===== config.mk =====
export PLATFORM = sky130hd
export DESIGN_NAME = ifmap_row_packer
export DESIGN_NICKNAME = d
export VERILOG_FILES = /design/src/rtl/cnn_pkg.sv /design/src/rtl/out_skid_reg.sv /design/src/rtl/ifmap_row_packer.sv
export SDC_FILE = /design/constraint.sdc
export NUM_CORES = 1
export LEC_CHECK = 0
export BUFFER_PORTS_ARGS = -buffer_cell sky130_fd_sc_hd__buf_2
export CAP_MARGIN = 20
export CORE_UTILIZATION = 55
export DETAILED_ROUTE_END_ITERATION = 16
export PLACE_DENSITY = 0.8
export SLEW_MARGIN = 10
export SYNTH_ARGS = -nofsm -noshare
export SYNTH_HDL_FRONTEND = slang
export SYNTH_SLANG_ARGS = --single-unit

===== constraint.sdc =====
create_clock -name clk -period 2.35 [get_ports clk]
set_input_delay 0.47 -clock clk [delete_from_list [all_inputs] [get_ports clk]]
set_output_delay 0.47 -clock clk [all_outputs]
set_load 0.05 [all_outputs]

===== src/rtl/cnn_pkg.sv =====
// Shared constants for the CNN input-feature-map path: packed-word marker
// positions, default widths and the row-packer state encoding.
package cnn_pkg;

  localparam int DEF_IFMAP_BUFFER_WIDTH = 18;
  localparam int DEF_LEN_WIDTH          = 5;
  localparam int DEF_ROWS_WIDTH         = 8;

  // Start-of-row and end-of-row marker bits inside a packed word.
  localparam int SOR_BIT = 17;
  localparam int EOR_BIT = 16;

  typedef enum logic [1:0] {
    IDLE  = 2'd0,
    RUN   = 2'd1,
    FLUSH = 2'd2,
    DONE  = 2'd3
  } state_t;

endpackage


===== src/rtl/out_skid_reg.sv =====
// Single-entry output holding register: keeps its word stable while the
// consumer is full and accepts a new word whenever it is empty or draining.
module out_skid_reg #(
  parameter int WIDTH = 18
) (
  input  logic             clk,
  input  logic             reset,
  input  logic             load,
  input  logic [WIDTH-1:0] din,
  input  logic             full,
  output logic [WIDTH-1:0] dout,
  output logic             valid,
  output logic             can_load
);

  logic drain;

  assign drain    = valid && !full;
  assign can_load = !valid || drain;

  always_ff @(posedge clk) begin
    if (!reset) begin
      dout  <= '0;
      valid <= 1'b0;
    end else if (load) begin
      dout  <= din;
      valid <= 1'b1;
    end else if (drain) begin
      valid <= 1'b0;
    end
  end

endmodule


===== src/rtl/ifmap_row_packer.sv =====
// Streams a job of row_count x row_length pixels into marker-tagged words,
// then appends a zero-data flush row of filter_size words.
module ifmap_row_packer
  import cnn_pkg::*;
#(
  parameter int IFMAP_BUFFER_WIDTH = DEF_IFMAP_BUFFER_WIDTH,
  parameter int DATA_WIDTH         = IFMAP_BUFFER_WIDTH - 2,
  parameter int LEN_WIDTH          = DEF_LEN_WIDTH,
  parameter int ROWS_WIDTH         = DEF_ROWS_WIDTH
) (
  input  logic                          clk,
  input  logic                          reset,
  input  logic                          start,
  input  logic [LEN_WIDTH-1:0]          row_length,
  input  logic [ROWS_WIDTH-1:0]         row_count,
  input  logic [LEN_WIDTH-1:0]          filter_size,
  input  logic [DATA_WIDTH-1:0]         pix_in,
  input  logic                          pix_valid,
  output logic                          pix_ready,
  output logic [IFMAP_BUFFER_WIDTH-1:0] IFmap_buffer_in,
  output logic                          IFmap_buffer_write_enable,
  input  logic                          IFmap_buffer_full,
  output logic                          busy,
  output logic                          done,
  output logic [1:0]                    fsm_state
);

  // Handshakes: a pixel moves on a clock edge where pix_valid && pix_ready;
  // a word moves on an edge where IFmap_buffer_write_enable && !IFmap_buffer_full.

  state_t                  state;
  logic [LEN_WIDTH-1:0]    len_q, fsz_q, col;
  logic [ROWS_WIDTH-1:0]   rows_q, row;
  logic                    flush_loaded;
  logic                    can_load, load, pix_fire, flush_fire, drain;
  logic                    last_col, last_flush;
  logic [IFMAP_BUFFER_WIDTH-1:0] word;

  assign pix_ready  = (state == RUN) && can_load;
  assign pix_fire   = pix_valid && pix_ready;
  assign flush_fire = (state == FLUSH) && !flush_loaded && can_load;
  assign load       = pix_fire || flush_fire;
  assign drain      = IFmap_buffer_write_enable && !IFmap_buffer_full;
  assign last_col   = (col == len_q - LEN_WIDTH'(1));
  assign last_flush = (col == fsz_q - LEN_WIDTH'(1));

  // The column counter is reused as the flush-word index.
  always_comb begin
    word = '0;
    word[SOR_BIT] = (col == '0);
    if (state == FLUSH) begin
      word[EOR_BIT] = last_flush;
    end else begin
      word[EOR_BIT] = last_col;
      word[DATA_WIDTH-1:0] = pix_in;
    end
  end

  out_skid_reg #(
    .WIDTH(IFMAP_BUFFER_WIDTH)
  ) u_out (
    .clk      (clk),
    .reset    (reset),
    .load     (load),
    .din      (word),
    .full     (IFmap_buffer_full),
    .dout     (IFmap_buffer_in),
    .valid    (IFmap_buffer_write_enable),
    .can_load (can_load)
  );

  always_ff @(posedge clk) begin
    if (!reset) begin
      state        <= IDLE;
      len_q        <= '0;
      rows_q       <= '0;
      fsz_q        <= '0;
      col          <= '0;
      row          <= '0;
      flush_loaded <= 1'b0;
    end else begin
      unique case (state)
        IDLE: begin
          if (start && row_length != '0 && row_count != '0 && filter_size != '0) begin
            len_q        <= row_length;
            rows_q       <= row_count;
            fsz_q        <= filter_size;
            col          <= '0;
            row          <= '0;
            flush_loaded <= 1'b0;
            state        <= RUN;
          end
        end
        RUN: begin
          if (pix_fire) begin
            if (last_col) begin
              col <= '0;
              if (row == rows_q - ROWS_WIDTH'(1)) begin
                row   <= '0;
                state <= FLUSH;
              end else begin
                row <= row + ROWS_WIDTH'(1);
              end
            end else begin
              col <= col + LEN_WIDTH'(1);
            end
          end
        end
        FLUSH: begin
          if (flush_fire) begin
            if (last_flush) flush_loaded <= 1'b1;
            else            col <= col + LEN_WIDTH'(1);
          end
          // Once the last flush word is in the register, its drain ends the job.
          if (flush_loaded && drain) state <= DONE;
        end
        DONE: state <= IDLE;
        default: state <= IDLE;
      endcase
    end
  end

  assign busy      = (state != IDLE);
  assign done      = (state == DONE);
  assign fsm_state = state;

endmodule


==> summary.md, run 1 <==
| Metric | Value |
|---|---|
| Post-cts hold buffer count | `0` |
| DR DRC count | `0` |
| Slew HR | `0.725` |
| Syn_nets | `394` |
| MaxCap Viol Count | `0` |
| Area Growth Syn to Fin | `22.4%` |
| Die H | `76.5 µm` |
| Status | `finished, final reports clean` |
| Antenna violations before repair | `0` |
| Routed Antenna Nets | `0` |
| Placed Cells | `473` |
| Drt via density | `5.65` |
| CTS tree | `done` |
| Delay-heaviest family, CP | `compound AO/OA/AOI/OAI gates` |
| #FFs+latches synth | `53` |
| CTS clk-pin slew, worst paths | `0.10 ns` |
| CP bufs+invs | `1` |
| Final period utilization | `0.965` |
| Yosys cell types | `59` |
| Total gr overflow | `0` |
| Hold Fails Final Rpt | `0` |
| Final Non-Filler Cells | `486` |
| Largest net degree at the start of global routing | `35` |
| Critical Path Stages | `9` |
| Syn. warnings | `0` |
| FF-to-FF End | `fsm_state[1]` |
| Slew Viols, Final | `0` |
| Synth top area cells | `dfxtp_1 (35%), mux2i_1 (6.9%), nor2b_1 (5.1%), a21boi_0 (4.4%), ha_1 (4.1%)` |
| Post-synthesis sequential area ratio | `0.348` |
| Clock Tree Root | `clkbuf_8` |
| Routed wire length | `7000 µm` |
| DP Wirelength | `5090 µm` |
| Layout Nets | `464` |
| Synth area leader | `dfxtp_1` |
| DIE AREA | `0.00585 mm²` |
| CTS Buffer Depth | `2` |
| Post-placement setup slack | `0.0307 ns` |
| Crit path max fanout | `4` |
| 1st-pass router iterations | `4` |
| Top cell type's share of synthesized area | `0.348` |
| Die W | `76.5 µm` |
| H-tree level count | `2` |
| Vias in the first global route | `2,661` |
| Cts bufs inserted | `5` |
| Detailed-route via count | `2,747` |
| Fillers | `416` |
| CP Launch Type | `flip-flop` |
| Cell count after synthesis | `345` |
| Antenna Cells | `0` |
| Setup violations, final | `0` |
| CP max-delay cell | `a2111oi_4` |
| GRT Util Overall | `0.246` |
| Pwr per Cell Area | `1030 mW/mm²` |
| Worst Path Arrival | `2.51 ns` |
| Layout Skew | `0.00673 ns` |
| LEAKAGE | `0.00150 µW` |
| Required time worst endpoint | `2.59 ns` |
| Least-Margin Pin Slew | `0.413 ns` |
| Placer Congestion | `0.895` |
| IO Port Bufs | `62` |
| Worst Slack Setup Final | `0.0820 ns` |
| Post-synth EDFFs | `0` |
| Initial DRC count | `188` |
| Critical-path cell list | `inv_1 > ha_1 > xor2_1 > nor2_1 > a21oi_2 > a2111oi_4 > nand3_2 > a221oi_4 > mux2i_1` |
| Reg2Reg Setup Slack | `0.08 ns` |
| RSZ-0062 raised after global routing | `yes` |
| Clock Latency Late Sink | `0.31 ns` |
| Time the worst path needs with I/O delays and setup | `2.27 ns` |
| Cell Rows | `26` |
| Worst vdd ir | `0.000788 V` |
| FMAX | `441 MHz` |
| Critical Path Max Stage Delay | `0.49 ns` |
| Async set or reset register ratio after synthesis | `0` |
| Critical path origin | `rows_q[0]` |
| Crit path to | `fsm_state[1]` |
| HP Class | `input pin to flip-flop` |
| Worst r2r path cells | `9` |
| Layout cells sized above 1 | `0.279` |
| Drt wl/cell | `14.4 µm` |
| CP Capture Type | `flip-flop` |
| Top FF cell, synth | `dfxtp_1` |
| Reg-to-Reg Start | `rows_q[0]` |
| Initial Utilization | `0.582` |
| Post-DP Area | `0.00349 mm²` |
| Core box area | `0.00524 mm²` |
| First-pass GRT wire length | `11,800 µm` |
| Top-level port count | `63` |
| Fin area | `0.00373 mm²` |
| Synth Cell Area | `0.00305 mm²` |
| Clock Sinks | `53` |
| Kind of critical path | `flip-flop to flip-flop` |
| Synthesized area per cell | `8.84 µm²` |
## worst reg2reg max path, cell delays in order, from the launching register on
cell and delay (ns):
dfxtp_4 0.38, inv_1 0.05, ha_1 0.23, xor2_1 0.16, nor2_1 0.14, a21oi_2 0.07, a2111oi_4 0.49, nand3_2 0.15
a221oi_4 0.32, mux2i_1 0.23
## cells by family (layout without fill, tap and decap cells)
| logic type | count (synthesis) | in the layout | share of synthesized area |
|---|---|---|---|
| buffers and inverters | 35 | 106 | 0.0488 |
| DFF | 53 | 53 | 0.348 |
| adders and majority gates | 10 | 10 | 0.0410 |
| and+or+nand+nor | 125 | 125 | 0.231 |
| muxes | 21 | 21 | 0.0689 |
| AOI/OAI and AO/OA | 81 | 81 | 0.205 |
| xor gates and xnor gates | 20 | 20 | 0.0574 |
## how the worst min path moves through the flow
stage	start	to	slack (ns)	cells after the start
after floorplan	flush_loaded	flush_loaded	0.46	2
final	pix_in[3]	u_out.dout[3]	0.43	3
after global placement	u_out.dout[6]	u_out.dout[6]	0.44	2
after CTS	pix_in[3]	u_out.dout[3]	0.42	3
after global routing	pix_in[4]	u_out.dout[4]	0.43	3
after detailed placement	u_out.dout[6]	u_out.dout[6]	0.45	2
## cell type report
type                    count  area [µm²]  area share
inverters                  17        63.8      0.0171
well taps                  70        87.6      0.0235
repair buffers             81         465       0.125
flip-flops and latches     53        1070       0.286
clock inverters             3        65.1      0.0174
clock buffers               5        68.8      0.0184
multi-input cells         257        1920       0.513
## routing by layer
layer	up-vias	routed length, µm	GRT usage
met5	-	0	0
met4	0	128	0.0827
met3	17	399	0.0515
met2	95	3350	0.425
met1	1271	3130	0.303
li1	1364	-	-
## placed cells by master (no fill, tap or decap), drive strengths merged, types with 4 or more instances in the layout
master and n:
nand2b 5, dfxtp 53, inv 16, clkbuf 5, xor2 9, nand2 32
mux2i 21, a31oi 4, or4 4, a21oi 12, o31ai 4, nand3 24
xnor2 11, buf 81, nor2b 25, o21ai 16, a211oi 4, a21boi 20
nor2 9, ha 10, nor3 6
## through the flow
stage	hold WS, ns	util	total power (µW)	TNS, ns
2_1_floorplan	0.461	-	2620	0
3_3_place_gp	0.444	0.666	3040	0
3_5_place_dp	0.452	0.666	3090	0
4_1_cts	0.425	0.692	3810	0
5_1_grt	0.434	0.713	4110	-0.0301
6_report	0.427	0.713	3860	0
## sequential cells by signal, indices dropped and copies added (netlist names)
name / cells
row: 8
u_out.valid: 1
fsz_q: 5
flush_loaded: 1
u_out.dout: 18
len_q: 5
fsm_state: 2
col: 5
rows_q: 8
## synthesized netlist by cell type, drive strengths merged (10+ instances only)
cell    count
a21boi     20
a21oi      12
clkbuf     11
dfxtp      53
ha         10
inv        16
mux2i      21
nand2      32
nand3      24
nor2b      25
o21ai      16
xnor2      11
## power breakdown
part	switching, µW	total, µW	internal [µW]
combinational	1230	1930	699
clock	295	718	423
sequential	148	1210	1060
total	1680	3860	2180
## timing repair
action	in CTS	in global routing
gates resized for setup	0	16
endpoints found under the setup margin	0	6
endpoints found under the hold margin	0	0
setup buffers	0	5
(Power assumes the default switching activity.)
==> inputs of run 2 (changes only) <==
--- a/config.mk
+++ b/config.mk
@@ -9,7 +9,9 @@
 export CAP_MARGIN = 20
 export CORE_UTILIZATION = 55
 export DETAILED_ROUTE_END_ITERATION = 16
+export GPL_TIMING_DRIVEN = 0
 export PLACE_DENSITY = 0.8
+export SETUP_SLACK_MARGIN = 0.3
 export SLEW_MARGIN = 10
 export SYNTH_ARGS = -nofsm -noshare
 export SYNTH_HDL_FRONTEND = slang
==> run 2 against run 1 <==
Against the previous run: total power decreased by 2.6%; first-iteration DRC count decreased by 25%; clock-buffer cell count increased by 1; clock power decreased by 29%; non-clock buffer count increased by 16; sequential share of layout area decreased by 0.71 points; clock skew about the same; routed wire length increased by 7.3%; critical path type unchanged; highest routed layer unchanged.
==> summary.md, run 2 (same netlist as run 1, synthesis figures left out) <==
| Metric | Value |
|---|---|
| Worst hold path stage count | `3` |
| FF-to-FF End | `row[5]` |
| Final period utilization | `0.937` |
| Reg2Reg Setup Slack | `0.15 ns` |
| MaxCap Viol Count | `0` |
| LEAKAGE | `0.00155 µW` |
| CP Capture Type | `flip-flop` |
| Detailed-route via count | `2,803` |
| IO Port Bufs | `62` |
| Worst vdd ir | `0.000724 V` |
| Initial Utilization | `0.582` |
| CP max-delay cell | `o41a_1` |
| Commonest non-fill, non-tap cells in the layout | `buf_2 (64), dfxtp_1 (45), nand2_1 (30), nor2b_1 (25), nand3_1 (22)` |
| H-tree level count | `2` |
| DIE AREA | `0.00585 mm²` |
| Antenna Cells | `0` |
| CTS tree | `done` |
| Layout cells sized above 1 | `0.333` |
| Worst r2r path cells | `9` |
| Placer Congestion | `0.855` |
| Slew HR | `0.666` |
| DP Wirelength | `5280 µm` |
| Fin area | `0.00387 mm²` |
| Time the worst path needs with I/O delays and setup | `2.20 ns` |
| Clock Sinks | `53` |
| Critical-path cell list | `inv_4 > ha_4 > xnor2_2 > a211oi_2 > o311ai_4 > o41a_1 > buf_4 > a22oi_2 > o41ai_2` |
| Fillers | `407` |
| Min-delay src | `pix_in[14]` |
| Clock Latency Late Sink | `0.31 ns` |
| Final core utilization | `0.739` |
| Least-Margin Pin Slew | `0.501 ns` |
| Area Growth Syn to Fin | `26.9%` |
| Die W | `76.5 µm` |
| Pwr per Cell Area | `972 mW/mm²` |
| 1st-pass router iterations | `4` |
| Leading cell type in the layout, fill and taps excluded | `buf_2` |
| Slew Viols, Final | `0` |
| Die H | `76.5 µm` |
| Total gr overflow | `0` |
| FMAX | `454 MHz` |
| Drt via density | `5.58` |
| Routed wire length | `7510 µm` |
| Most flops, register | `u_out.dout` |
| Vias in the first global route | `2,658` |
| Drt wl/cell | `15.0 µm` |
| Worst Hold End | `u_out.dout[14]` |
| Max FFs per register | `18` |
| Setup violations, final | `0` |
| Layout Nets | `480` |
| DR DRC count | `0` |
| CTS Buffer Depth | `2` |
| Routed Antenna Nets | `0` |
| Post-DP Area | `0.00349 mm²` |
| Delay-heaviest family, CP | `compound AO/OA/AOI/OAI gates` |
| Top-level port count | `63` |
| Layout Skew | `0.00692 ns` |
| HP Class | `input pin to flip-flop` |
| Worst Path Arrival | `2.40 ns` |
| Initial DRC count | `141` |
| CP bufs+invs | `2` |
| Critical Path Stages | `9` |
| Cts bufs inserted | `5` |
| Critical Path Max Stage Delay | `0.44 ns` |
| Kind of critical path | `flip-flop to flip-flop` |
| First-pass GRT wire length | `12,100 µm` |
| CP Launch Type | `flip-flop` |
| Hold WS | `0.430 ns` |
| Antenna violations before repair | `0` |
| Cell Rows | `26` |
| Required time worst endpoint | `2.55 ns` |
| Biggest regs | `u_out.dout (18), row (8), rows_q (8)` |
| Hold Fails Final Rpt | `0` |
| Crit path max fanout | `5` |
| CTS clk-pin slew, worst paths | `0.09 ns` |
| GRT Util Overall | `0.253` |
| Status | `finished, final reports clean` |
| Clock Tree Root | `clkbuf_8` |
| Post-route setup TNS | `0 ns` |
| Reg-to-Reg Start | `len_q[0]` |
| RSZ-0062 raised after global routing | `yes` |
| Largest net degree at the start of global routing | `16` |
| Core box area | `0.00524 mm²` |
run 2: cell types whose count changed in the layout (fill, tap and decap cells not counted), moves of 3 or more:
cell | before | now
clkbuf_4 | 0 | 3
inv_1 | 16 | 12
clkbuf_1 | 0 | 7
o21ai_2 | 0 | 4
o21ai_1 | 12 | 8
dfxtp_2 | 2 | 5
buf_4 | 18 | 15
dfxtp_1 | 50 | 45
buf_6 | 0 | 7
run 2: worst max-delay path by stage:
stage                   end  slack [ns]            from
2_1_floorplan  fsm_state[0]        0.18       rows_q[1]
3_3_place_gp         row[7]       -0.04   row_length[2]
3_5_place_dp         col[4]       -0.07  filter_size[0]
4_1_cts              row[7]        0.21        len_q[0]
5_1_grt              row[2]        0.09        len_q[0]
6_report             row[5]        0.15        len_q[0]
run 2: worst register-to-register path, cell delays in order (launching register included):
cell      delay (ns)
dfxtp_4         0.38
inv_4           0.04
ha_4            0.23
xnor2_2         0.13
a211oi_2        0.29
o311ai_4        0.17
o41a_1          0.44
buf_4           0.18
a22oi_2         0.15
o41ai_2         0.08
run 2: area by class of cell:
type	instances	area [µm²]	area share
plain buffers	18	111	0.0288
clock buffers	6	72.6	0.0188
clock inverters	2	10.0	0.00259
inverters	17	72.6	0.0188
multi-input cells	257	1980	0.512
flip-flops and latches	53	1080	0.279
well taps	70	87.6	0.0226
repair buffers	79	455	0.118
run 2: what timing repair did:
item / 4_1_cts / 5_1_grt
endpoints found under the setup margin: 23 / 37
hold buffers: 0 / 0
buffers inserted: 13 / 4
gates resized for setup: 14 / 33
pin swaps: 14 / 8
run 2: power breakdown:
group / leakage, µW / switching (µW) / internal, µW
Clock: 0.0000450 / 302 / 208
Sequential: 0.000436 / 142 / 1070
Combinational: 0.00107 / 1300 / 746
run 2: through the flow:
step | power (µW) | instances | setup WS (ns)
3_5_place_dp | 3050 | 477 | -0.0706
2_1_floorplan | 2650 | 345 | 0.179
5_1_grt | 3970 | 502 | 0.0907
3_3_place_gp | 2990 | 477 | -0.0384
6_report | 3760 | 502 | 0.147
4_1_cts | 3620 | 498 | 0.209
run 2: layer usage:
metal,global-route usage,part of all wire,up-vias
met5,0,0,-
met4,0.0808,0.013,0
met3,0.0407,0.033,10
met2,0.439,0.49,59
met1,0.318,0.46,1344
li1,-,-,1390
